--- src/rtl/mem_ctrl.sv ---
// Byte-serial RAM port arbiter: instruction fetch and load/store share one 8-bit RAM, little-endian, load/store wins ties.
// Read N bytes: done in cycle N+1 after acceptance; write N bytes: done in cycle N. rdy_in low freezes everything.
// Define MEM_CTRL_IO_FULL_EN to hold off stores to mem_addr[17:16]==2'b11 while io_buffer_full is high.
module mem_ctrl (
    input  logic        clk_in,
    input  logic        rst_in,
    input  logic        rdy_in,
    input  logic        if_req,
    input  logic [31:0] if_addr,
    output logic        if_done,
    output logic [31:0] if_data,
    input  logic        mem_req,
    input  logic        mem_we,
    input  logic [31:0] mem_addr,
    input  logic [31:0] mem_wdata,
    input  logic [1:0]  mem_len,
    output logic        mem_done,
    output logic [31:0] mem_rdata,
    input  logic [7:0]  ram_din,
    output logic [7:0]  ram_dout,
    output logic [31:0] ram_a,
    output logic        ram_wr,
    input  logic        io_buffer_full,
    output logic        busy
);
    typedef enum logic [1:0] {IDLE, READ, WRITE, DONE} state_t;

    state_t      state_q, state_d;
    logic [2:0]  cnt_q, cnt_d, nb_q, nb_d, mem_nb;
    logic [31:0] addr_q, addr_d, wdata_q, wdata_d, buf_q, buf_d;
    logic        fetch_q, fetch_d, wr_q, wr_d;
    logic [31:0] ram_a_d, if_data_d, mem_rdata_d;
    logic [7:0]  dout_d;
    logic        if_done_d, mem_done_d, mem_go, st_blocked;
    logic [1:0]  rd_idx, wr_idx;

`ifdef MEM_CTRL_IO_FULL_EN
    assign st_blocked = mem_we && (mem_addr[17:16] == 2'b11) && io_buffer_full;
`else
    logic io_full_unused;
    assign io_full_unused = io_buffer_full;
    assign st_blocked     = 1'b0;
`endif

    assign mem_go = mem_req && !st_blocked;
    assign mem_nb = (mem_len == 2'd0) ? 3'd1 : (mem_len == 2'd1) ? 3'd2 : 3'd4;
    // Byte returned by the RAM this cycle belongs to the address issued one cycle earlier
    assign rd_idx = cnt_q[1:0] - 2'd1;
    assign wr_idx = cnt_q[1:0] + 2'd1;
    assign ram_wr = wr_q & rdy_in;
    assign busy   = (state_q != IDLE);

    always_comb begin
        state_d     = state_q;
        cnt_d       = cnt_q;
        nb_d        = nb_q;
        addr_d      = addr_q;
        wdata_d     = wdata_q;
        buf_d       = buf_q;
        fetch_d     = fetch_q;
        wr_d        = 1'b0;
        ram_a_d     = ram_a;
        dout_d      = ram_dout;
        if_done_d   = 1'b0;
        mem_done_d  = 1'b0;
        if_data_d   = if_data;
        mem_rdata_d = mem_rdata;
        case (state_q)
            IDLE: begin
                if (mem_go) begin
                    state_d = mem_we ? WRITE : READ;
                    cnt_d   = 3'd0;
                    nb_d    = mem_nb;
                    addr_d  = mem_addr;
                    wdata_d = mem_wdata;
                    buf_d   = 32'd0;
                    fetch_d = 1'b0;
                    ram_a_d = mem_addr;
                    dout_d  = mem_wdata[7:0];
                    wr_d    = mem_we;
                end else if (if_req) begin
                    state_d = READ;
                    cnt_d   = 3'd0;
                    nb_d    = 3'd4;
                    addr_d  = if_addr;
                    buf_d   = 32'd0;
                    fetch_d = 1'b1;
                    ram_a_d = if_addr;
                end
            end
            READ: begin
                if (fetch_q && !if_req) begin
                    state_d = IDLE;
                end else begin
                    if (cnt_q != 3'd0)
                        buf_d[{rd_idx, 3'b000} +: 8] = ram_din;
                    cnt_d   = cnt_q + 3'd1;
                    ram_a_d = addr_q + {29'd0, cnt_q} + 32'd1;
                    if (cnt_q == nb_q) begin
                        state_d = DONE;
                        if (fetch_q) begin
                            if_done_d = 1'b1;
                            if_data_d = buf_d;
                        end else begin
                            mem_done_d  = 1'b1;
                            mem_rdata_d = buf_d;
                        end
                    end
                end
            end
            WRITE: begin
                if (cnt_q == nb_q - 3'd1) begin
                    state_d    = DONE;
                    mem_done_d = 1'b1;
                end else begin
                    cnt_d   = cnt_q + 3'd1;
                    ram_a_d = addr_q + {29'd0, cnt_q} + 32'd1;
                    dout_d  = wdata_q[{wr_idx, 3'b000} +: 8];
                    wr_d    = 1'b1;
                end
            end
            default: state_d = IDLE;
        endcase
    end

    always_ff @(posedge clk_in) begin
        if (rst_in) begin
            state_q   <= IDLE;
            cnt_q     <= 3'd0;
            nb_q      <= 3'd0;
            addr_q    <= 32'd0;
            wdata_q   <= 32'd0;
            buf_q     <= 32'd0;
            fetch_q   <= 1'b0;
            wr_q      <= 1'b0;
            ram_a     <= 32'd0;
            ram_dout  <= 8'd0;
            if_done   <= 1'b0;
            mem_done  <= 1'b0;
            if_data   <= 32'd0;
            mem_rdata <= 32'd0;
        end else if (rdy_in) begin
            state_q   <= state_d;
            cnt_q     <= cnt_d;
            nb_q      <= nb_d;
            addr_q    <= addr_d;
            wdata_q   <= wdata_d;
            buf_q     <= buf_d;
            fetch_q   <= fetch_d;
            wr_q      <= wr_d;
            ram_a     <= ram_a_d;
            ram_dout  <= dout_d;
            if_done   <= if_done_d;
            mem_done  <= mem_done_d;
            if_data   <= if_data_d;
            mem_rdata <= mem_rdata_d;
        end
    end
endmodule

--- config.mk ---
export PLATFORM = sky130hd
export DESIGN_NAME = mem_ctrl
export DESIGN_NICKNAME = d
export VERILOG_FILES = /design/src/rtl/mem_ctrl.sv
export SDC_FILE = /design/constraint.sdc
export NUM_CORES = 1
export LEC_CHECK = 0
export CAP_MARGIN = 20
export CORE_ASPECT_RATIO = 1.75
export CORE_MARGIN = 1.5
export CORE_UTILIZATION = 35
export DETAILED_ROUTE_END_ITERATION = 7
export GPL_TIMING_DRIVEN = 1
export PLACE_DENSITY = 0.69
export SYNTH_ARGS = -nofsm -noshare
export SYNTH_HDL_FRONTEND = slang
export SYNTH_SLANG_ARGS = --single-unit
--- constraint.sdc ---
create_clock -name clk_in -period 5.35 [get_ports clk_in]
set_clock_uncertainty 0.05 [all_clocks]
set_input_delay 1.07 -clock clk_in [delete_from_list [all_inputs] [get_ports clk_in]]
set_output_delay 1.07 -clock clk_in [all_outputs]
set_load 0.03 [all_outputs]
Word-level counts from Yosys, hierarchy flattened
Cells that the tools add are included.
Widths: inputs -> output; s select.
Word-level totals
  bits in registers: 212
  output and inout port bits: 108
  word-level logic and storage cells: 100
Cells by class
  add/sub/neg operators: 7
  equal/unequal tests: 11
  shift operators: 3
  muxes and demuxes: 44
  bitwise gates (word level): 3
  reduce and logical (&&, ||, !) cells: 18
Operators by type and width (number)
  $mux 32: 8
  $pmux 32 s3: 1
  $pmux 32 s2: 1
  $add 32x1->32 const B: 1
  $add 32x3->32: 1
  $bwmux 32: 1
  $shift 8x7->32 const A: 1
  $shiftx 32x6->8: 1
  $shiftx 8x7->32: 1
  $mux 3: 8
  $mux 8: 2
  $pmux 8 s2: 1
  $reduce_and 5->1: 3
  $mux 1: 12
  $mux 2: 6
  $reduce_and 4->1: 3
  $pmux 3 s3: 1
  $ne 2x2->1 const B: 4
  $reduce_bool 2->1: 4
  $neg 5->7: 1
  $eq 3x3->1: 2
  $ne 3x3->1 const B: 2
  $pmux 2 s3: 1
  $reduce_and 3->1: 2
  13 further kinds: 18

Longest topological paths before layout
  depth in word-level cells: 7
  gate-level depth with buffers: 11
  gate-level depth less buffers: 9

Least setup slack after synthesis
OpenSTA, ideal clock, no wires.
  path type: register -> register
  start: register cnt_q[0]
  end: register ram_a[18]
  setup time: 0.129 ns
  arrival: 2.790 ns
  required time: 5.171 ns
  path slack: 2.381 ns
  stages on the path, launching flop included: 12
  path buffers: 2
  period minus slack after synthesis: 2.969 ns
  cells stage by stage: dfxtp_1 buf_1 inv_1 ha_1 inv_1 fa_1 a21oi_1 or4_1 buf_6 o41a_1 nor3_1 o32ai_1
On the way
  cells in the longest elaborated chain, start to end: 4
Ends and longest elaborated chain
  start: declaration: RTL line 29  | logic [2:0] cnt_q, cnt_d, nb_q, nb_d, mem_nb;
  start signal: assignment: RTL line 144  | cnt_q <= cnt_d;
  $add 32x3->32: RTL line 98, 117
  $add 32x1->32: RTL line 98, 117
  $mux 32, on equally long branches: RTL line 112, 92
  $pmux 32 s3: RTL line 68  | case (state_q)
  end signal: assignment: RTL line 151  | ram_a <= ram_a_d;
  end: declaration: RTL line 21  | output logic [31:0] ram_a,
Several ways; a longest one is shown, not always the timed one. The select of a mux whose other input is x is not followed.
A chain may end at the register's enable or synchronous reset.

Worst setup path in the final report
  start: input rdy_in
  end: output ram_wr
On the way
  cells in the longest elaborated chain, start to end: 1
Ends and longest elaborated chain
  start: declaration: RTL line 7  | input logic rdy_in,
  $and 1x1->1: RTL line 50  | assign ram_wr = wr_q & rdy_in;
  end: declaration: RTL line 22  | output logic ram_wr,
Every way passes these cells.

==> impl_metrics.yaml <==
pwr:
  power_density_mw_per_mm2: 339
  power_leakage_nw: 4.48
  ir_drop_mv: 0.170
timing:
  finalSetupViolations: 0
  slew_headroom_pct: 31.4
  min_period_over_period_pct: 71.1
  timing.fmax_ghz: 0.263
  slew_viol_final: 0
  fin_ws_ns: 1.55
  setup_tns_ns: 0
  grt_setup_unrepaired: "false"
  worstMarginPinSlew_ns: 1.02
  fin_hold_ws_ns: 0.406
  post-route-min-period_ns: 3.80
  hold_violations: 0
clock_network:
  clk_latency_ns: 0.51
  postCtsSetupBuffers: 0
  cts.sinks: 212
  cts_tree: "yes"
  cts_buffers: 21
  cts-hold-fix-buffers: 0
  clk_pin_slew_ns: 0.06
  htreeDepth: 1
  ctsLongestPathBuffers: 3
  root_buffer: "clkbuf_16"
  cts_resized: 0
global_routing:
  first_global_vias: 8583
  antenna_found_initial: 4
  grt_pass1_wl_microns: 45500
  overflow: 0
  grt_max_degree: 83
  globalRouteTotalUtil_pct: 19.8
layout:
  num-nets-final: 1406
  drive_gt1_share_pct: 6.50
  final_common_cell: "clkdlybuf4s50_1"
  area_growth_pct: 32.7
  final_cell_mix: "217 x clkdlybuf4s50_1, 212 x dfxtp_1, 152 x nor2_1"
  final_area_sq_mm: 0.0130
  postLayoutCoreUtil_pct: 47.4
yosys:
  synth-edff-count: 0
  syn_nets: 1237
  synthArstFlopShare_pct: 0
  ys_types: 70
  syn_area_per_cell_sq_um: 8.83
  synthFlopType: "dfxtp_1"
  yosys_warnings: 0
  syn_inst: 1109
  syn_area_sq_mm: 0.00979
  ys_seq_area_share_pct: 43.3
  ys_ff_latch: 212
hold_path:
  hold_class: "flip-flop to flip-flop"
  min_from: "wdata_q[5]"
  holdPathStages: 2
  min_to: "wdata_q[5]"
worst_setup_path:
  worstPathCellList: "clkdlybuf4s50_1 > and2_1 > clkdlybuf4s50_1"
  cp_max_fo: 12
  max_stage_delay_ns: 0.76
  slowest_stage: "clkdlybuf4s50_1"
  crit_family: "buffers and inverters"
  cp.depth: 3
  crit_required_ns: 4.23
  start_kind: "primary input"
  critPathKind: "primary input to output port"
  r2r-end: "ram_a[18]"
  r2r_cells: 10
  worst-path-buf-inv: 2
  r2r-start: "cnt_q[0]"
  critical_path.most_common_cell: "clkdlybuf4s50_1"
  critPathCaptureType: "output port"
  r2r_slack_ns: 2.15
  worstPathArrival_ns: 2.68
floorplanning:
  dieWidth_microns: 129
  core_sq_mm: 0.0274
  die-area_sq_mm: 0.0290
  pin_count: 221
  rows: 80
  initial_utilization_pct: 35.7
  die_y_microns: 224
route:
  drt_iter0_markers: 471
  ant_nets: 0
  drc: 0
  dr.pass1.iters: 5
  wl_per_cell_microns: 17.3
  routed_wl_microns: 28700
  vias: 8913
  routed_via_density: 5.36
run:
  drv_cap: 0
run_status:
  outcome: "finished, final reports clean"
placement:
  post-place-ws_ns: 1.42
  gp_congestion: 0.828
  port-buffer-count: 219
  dpl.hpwl_microns: 20500
  place_area_sq_mm: 0.0122
[state kept, by name, summed over array words and instances (netlist names)]
name	flops
addr_q	32
buf_q	32
if_data	32
mem_rdata	32
ram_a	32
wdata_q	32
ram_dout	8
cnt_q	3
nb_q	3
state_q	2
fetch_q	1
if_done	1
mem_done	1
wr_q	1
[per-layer routing]
metal / vias to the layer above / routed length [microns] / global-route usage, %
li1: 4395 / - / -
met1: 4195 / 10800 / 21.9
met2: 260 / 15300 / 36.3
met3: 61 / 1240 / 2.35
met4: 2 / 1340 / 10.4
met5: - / 11 / 0
[cell families (layout without fill, tap and decap cells)]
| logic type | Yosys count | count (layout) | synth area share (%) |
|---|---|---|---|
| DFF | 212 | 212 | 43.3 |
| AOI/OAI and AO/OA | 312 | 312 | 22.8 |
| xor gates and xnor gates | 15 | 15 | 1.50 |
| muxes | 73 | 73 | 8.48 |
| and+or+nand+nor | 366 | 366 | 17.1 |
| adders and majority gates | 15 | 15 | 1.99 |
| other | 0 | 3 | 0 |
| buffers and inverters | 116 | 299 | 4.84 |
[how the worst max path moves through the flow]
stage,from,endpoint,slack [ns]
2_1_floorplan,cnt_q[0],ram_a[18],2.38
6_report,rdy_in,ram_wr,1.55
3_3_place_gp,rdy_in,if_data[31],1.48
5_1_grt,rdy_in,ram_wr,1.48
3_5_place_dp,rdy_in,if_data[23],1.42
4_1_cts,rdy_in,ram_wr,1.55
[report_power, final]
part / total (mW) / internal [mW] / switching, mW
Combinational: 1.05 / 0.431 / 0.614
Clock: 1.57 / 0.925 / 0.642
Sequential: 1.80 / 1.70 / 0.0952
[worst min-delay path, delay by kind of cell, from the launching register on]
kind	cells	cell delay [ns]
flops	1	0.31
compound gates	1	0.05
simple gates	1	0.05
[final cells by class]
type	count	area, sq um
multi-input cells	781	5090
repair buffers	239	2380
well taps	369	462
fillers	2700	14400
diodes	3	7.51
inverters	23	86.3
flip-flops and latches	212	4240
clock buffers	26	584
clock inverters	11	146
[cells in the mapped netlist (all sizes together) (10+ instances only)]
library cell	number	share of area [%]
clkbuf	65	2.5
inv	23	0.88
a22oi	33	2.5
a21oi	72	3.7
dfxtp	212	43
nor3	16	0.92
buf	28	1.5
o32ai	10	0.97
a211oi	90	7.0
nor2	153	5.9
nand3	18	0.97
a2bb2oi	24	2.1
nand2	114	4.4
nand4	14	0.89
mux2i	65	6.6
ha	14	1.8
o21ai	19	0.97
[metrics by stage]
| step | power [mW] | instances |
|---|---|---|
| 2_1_floorplan | 2.46 | 1109 |
| 3_3_place_gp | 2.85 | 1621 |
| 3_5_place_dp | 2.88 | 1622 |
| 4_1_cts | 4.45 | 1659 |
| 5_1_grt | 4.61 | 1664 |
| 6_report | 4.41 | 1664 |
Note: power is estimated with default switching activity, not from simulation.
==> edit 1, RTL diff (config.mk and constraints unchanged) <==
The 4 states of `state_t` get a Gray code encoding in 2 bits.
--- a/src/rtl/mem_ctrl.sv
+++ b/src/rtl/mem_ctrl.sv
@@ -23,7 +23,7 @@
     input  logic        io_buffer_full,
     output logic        busy
 );
-    typedef enum logic [1:0] {IDLE, READ, WRITE, DONE} state_t;
+    typedef enum logic [1:0] {IDLE = 2'b00, READ = 2'b01, WRITE = 2'b11, DONE = 2'b10} state_t;
 
     state_t      state_q, state_d;
     logic [2:0]  cnt_q, cnt_d, nb_q, nb_d, mem_nb;
Formal check against the unedited RTL: no difference found for any inputs over 4 cycles, from zero or initial values and one cycle with rst_in high; so few cycles prove little.
==> edit 1 against the original RTL <==
  * Hold slack worse by 4.5 ps
  * Routed wire length down 1.1%
  * First-iteration DRC count down 5.9%
  * Area after synthesis up 0.61%
  * Sequential cell count unchanged
  * Critical endpoint unchanged
  * Die area up 0.60%
  * Setup slack better by 11 ps
  * Critical path type unchanged
  * Power down 3.3%
  * Design area up 0.35%
  * Via count up 1.5%
  * Synthesized cell count up 3.4%
  * Fmax up 0.29%
  * Count of clock-buffer cells in the layout down 2
==> edit 1: results (changes against the original RTL) <==
Logic synthesis
  • Synth warnings: 0 (unchanged)
  • Most frequent cell after synthesis: dfxtp_1
  • Synth area leaders: dfxtp_1 (43%), a211oi_1 (8.5%), nor2_1 (6.2%), mux2i_1 (5.4%), nand2_1 (4.7%)
  • Mapped Nets: 1,275 (+3.1%)
  • Register area share after synthesis: 0.431 (-0.00264)
  • Cell variety after synth: 56 (-20%)
  • Async set or reset register ratio after synthesis: 0 (unchanged)
  • List of most frequent post-synthesis cells: dfxtp_1 (212), nor2_1 (162), nand2_1 (124)

Global route
  • Global Route Usage Sum: 0.192 (-0.00610)
  • GR met2 Demand/Resource: 0.349 (-0.0139)
  • First-pass GRT wire length: 44,700 um (-1.9%)
  • Pin count of the biggest net entering global routing: 77 (-7.2%)
  • Met1 GRT Util: 0.213 (-0.00559)
  • Vias in the first global route: 8,632 (+0.57%)
  • Met3 Resource Use GR: 0.0278 (+0.00423)

Status
  • Status: finished, final reports clean

Clock tree
  • Clock slew seen by the registers of the worst setup and hold paths: 60 ps (about the same)
  • Maximum buffer depth of the clock tree: 3 (unchanged)
  • Clock root cell: clkbuf_16
  • Post-CTS Setup Bufs: 0 (unchanged)
  • Post-CTS Resized: 0 (unchanged)
  • Num CTS Buffers: 21 (unchanged)

STA
  • Slew HR: 0.398 (+0.0840)
  • Smallest hold slack: 402 ps (-4.46 ps)

Setup path
  • FF-to-FF End: ram_a[24]
  • Crit path capture: ram_wr
  • FF-to-FF setup slack: 2120 ps (-30 ps)
  • Critical path data arrival time: 2670 ps (about the same)
  • Worst setup startpoint: rdy_in
  • Reg2reg start: state_q[0]
  • Highest fanout seen on the critical path: 11 (-1)
  • CP peak stage delay: 720 ps (-40 ps)
  • R2R depth: 6 (-4)
  • Crit-path slowest cell: clkdlybuf4s50_1

Finish
  • Share of layout cells above drive strength 1: 0.0576 (-0.00744)
  • Final Net Count: 1,437 (+2.2%)

Worst hold path
  • Worst Hold Class: register to register
  • Hold EP: buf_q[15]
  • Worst Hold Launch: buf_q[15]

Placed design
  • RePlAce Congestion: 0.856 (+3.4%)
  • Detailed Place HPWL: 20,300 um (-0.90%)
  • DP Area: 12,300 um^2 (+0.24%)

Routing
  • Drt first pass iters: 5 (unchanged)
  • Wirelength per Cell: 16.7 um (-3.0%)
  • First DRT Iteration DRCs: 443 (-5.9%)
  • DR vias: 9,049 (+1.5%)

Power
  • Lkg Pwr: 0.00453 uW (+1.0%)
  • VDD IR max: 252 uV (+48%)
edit 1: changes by cell type after synthesis, sizes merged, moves of 9 or more:
| cell | before | now |
|---|---|---|
| o32ai | 10 | 0 |
| a2bb2oi | 24 | 0 |
| a211oi | 90 | 112 |
| nand2b | 9 | 28 |
| nor2 | 153 | 162 |
| a21oi | 72 | 82 |
| o2bb2ai | 0 | 9 |
| mux2i | 65 | 53 |
| nand2 | 114 | 124 |
edit 1: area by class of cell:
cell class              instances  area, um^2
fillers                      2754       14700
multi-input cells             823        5190
flip-flops and latches        212        4240
repair buffers                235        2330
clock buffers                  24         547
well taps                     373         467
clock inverters                10         186
inverters                      16        60.1
diodes                          3        7.51
edit 1: report_power, final:
group	internal (uW)	switching, uW
registers	1690	93.1
clock network	973	634
logic	361	509
total	3030	1240
edit 1: logic make-up after synthesis:
logic type / count (synthesis) / synth area share
XOR/XNOR: 19 / 0.0184
flip-flops: 212 / 0.431
AND/OR/NAND/NOR: 418 / 0.195
multiplexers: 61 / 0.0721
AO/OA/AOI/OAI: 310 / 0.220
buffers and inverters: 112 / 0.0439
adder cells (fa/ha/maj): 15 / 0.0198
edit 1: through the flow:
step	total power [uW]	util	std cells	setup slack [ps]
after floorplan	2330	-	1147	2380
after global placement	2680	0.441	1656	1570
after detailed placement	2690	0.441	1656	1570
after CTS	4310	0.468	1690	1550
after global routing	4450	0.470	1696	1490
final	4260	0.470	1696	1560
edit 1: worst max-delay path, delay by kind of cell:
kind	cells	cell delay [ps]
buffers and inverters	2	1410
and+or+nand+nor	1	190
edit 1: per-layer routing:
layer / vias to the layer above / part of all wire
li1: 4494 / -
met5: - / 0.00032
met4: 2 / 0.040
met1: 4229 / 0.38
met2: 268 / 0.53
met3: 56 / 0.048
==> edit 2, RTL diff (same flow settings) <==
Made on the original files. Add a define of `MEM_CTRL_IO_FULL_EN`.
--- a/src/rtl/mem_ctrl.sv
+++ b/src/rtl/mem_ctrl.sv
@@ -1,6 +1,8 @@
 // Byte-serial RAM port arbiter: instruction fetch and load/store share one 8-bit RAM, little-endian, load/store wins ties.
 // Read N bytes: done in cycle N+1 after acceptance; write N bytes: done in cycle N. rdy_in low freezes everything.
 // Define MEM_CTRL_IO_FULL_EN to hold off stores to mem_addr[17:16]==2'b11 while io_buffer_full is high.
+`define MEM_CTRL_IO_FULL_EN
+
 module mem_ctrl (
     input  logic        clk_in,
     input  logic        rst_in,
Check against the original RTL: not equivalent (a bounded check fails within 4 cycles, from zero or initial values and one cycle with rst_in high).
==> edit 2 against the original RTL <==
  * Setup slack got worse by 12 ps
  * Combinational power is 6% lower
  * Synthesized cell count is 1.2% higher
  * Register-to-register slack gained 120 ps
  * Routed wire length is 5.5% higher
  * Sequential share of layout area down 0.053 points
  * Sequential cell count is the same
  * Area after synthesis is 0.72% higher
  * First-iteration DRC count increased by 11%
  * Highest routed layer is now met4
  * Design area increased by 0.16%
  * Cell count up 1.1%
  * Power is 3.1% lower
==> edit 2: results (changes against the original RTL) <==
Placed design
  • Pre-CTS setup slack: 1400 ps (-26.6 ps)
  • DP Area: 12,300 um^2 (+0.50%)
  • IO Port Bufs: 220 (+0.46%)
  • RePlAce Congestion: 0.862 (+4.1%)
  • Post-Place Cells: 1,639 (+1.0%)

STA
  • Smallest hold slack: 403 ps (-2.91 ps)
  • Slew HR: 0.318 (+0.00442)

Global route
  • GR met2 Demand/Resource: 0.378 (+0.0151)
  • Global Route Usage Sum: 0.202 (+0.00478)
  • First-pass GRT wire length: 46,300 um (+1.7%)
  • Met1 GRT Util: 0.224 (+0.00466)

Finish
  • Sequential cell area share: 0.326 (-0.000534)
  • Multi-In Gates: 798 (+2.2%)
  • Inverters: 20 (-13%)
  • Plain + repair buffers: 238 (-0.42%)
  • Area of the multi-input gates: 5170 um^2 (+1.7%)
  • Final Net Count: 1,419 (+0.92%)
  • Layout area overhead: 32.0%
  • Share of layout cells above drive strength 1: 0.0720 (+0.00702)
  • Non-clk buf share: 0.182 (-0.00145)
  • Ant. Diodes: 4 (+1)

Power
  • VDD IR max: 197 uV (+16%)
  • P_int: 2950 uW (-3.5%)
  • Lkg Pwr: 0.00442 uW (-1.2%)
  • Gate power share: 0.230 (-0.007)

Routing
  • Met2 routed WL: 16,500 um (+7.7%)
  • Met1 Routed Length: 11,400 um (+4.9%)
  • WL met3: 1360 um (+10%)
  • Vias per inst: 5.44 (+1.6%)
  • DR vias: 9,155 (+2.7%)

Logic synthesis
  • Register area share after synthesis: 0.430 (-0.00308)
  • Synthesized area per cell: 8.79 um^2 (-0.45%)
  • List of most frequent post-synthesis cells: dfxtp_1 (212), nand2_1 (123), nor2_1 (117)

Worst hold path
  • Worst Hold Launch: buf_q[25]
  • Hold EP: buf_q[25]

Setup path
  • Reg2reg start: state_q[0]
  • Critical path data arrival time: 2690 ps (about the same)

Status
  • Status: finished, final reports clean
==> edit 2: cell count changes after synthesis, moves of 8 or more <==
| cell | change |
|---|---|
| and3_1 | +10 |
| a211oi_1 | +12 |
| nand3_1 | +19 |
| o21ai_0 | -12 |
| a22o_1 | -8 |
| mux2i_1 | -22 |
| nand3b_1 | +36 |
| nor2_1 | -35 |
| a2bb2oi_1 | -24 |
| a21oi_1 | +16 |
| nand2_1 | +10 |
==> edit 2: worst max-delay path: cells and delay by family <==
| kind | cells | cell delay, ps |
|---|---|---|
| buffers and inverters | 2 | 1420 |
| and+or+nand+nor | 1 | 200 |
==> edit 2: cells by family (layout without fill, tap and decap cells) <==
family                     after synthesis  count (layout)  synth area share
DFF                                    212             212             0.430
AOI/OAI and AO/OA                      304             304             0.215
xor gates and xnor gates                18              18            0.0176
buffers and inverters                  112             295            0.0482
muxes                                   56              56            0.0676
and+or+nand+nor                        405             405             0.202
other                                    0               4                 0
adders and majority gates               15              15            0.0198
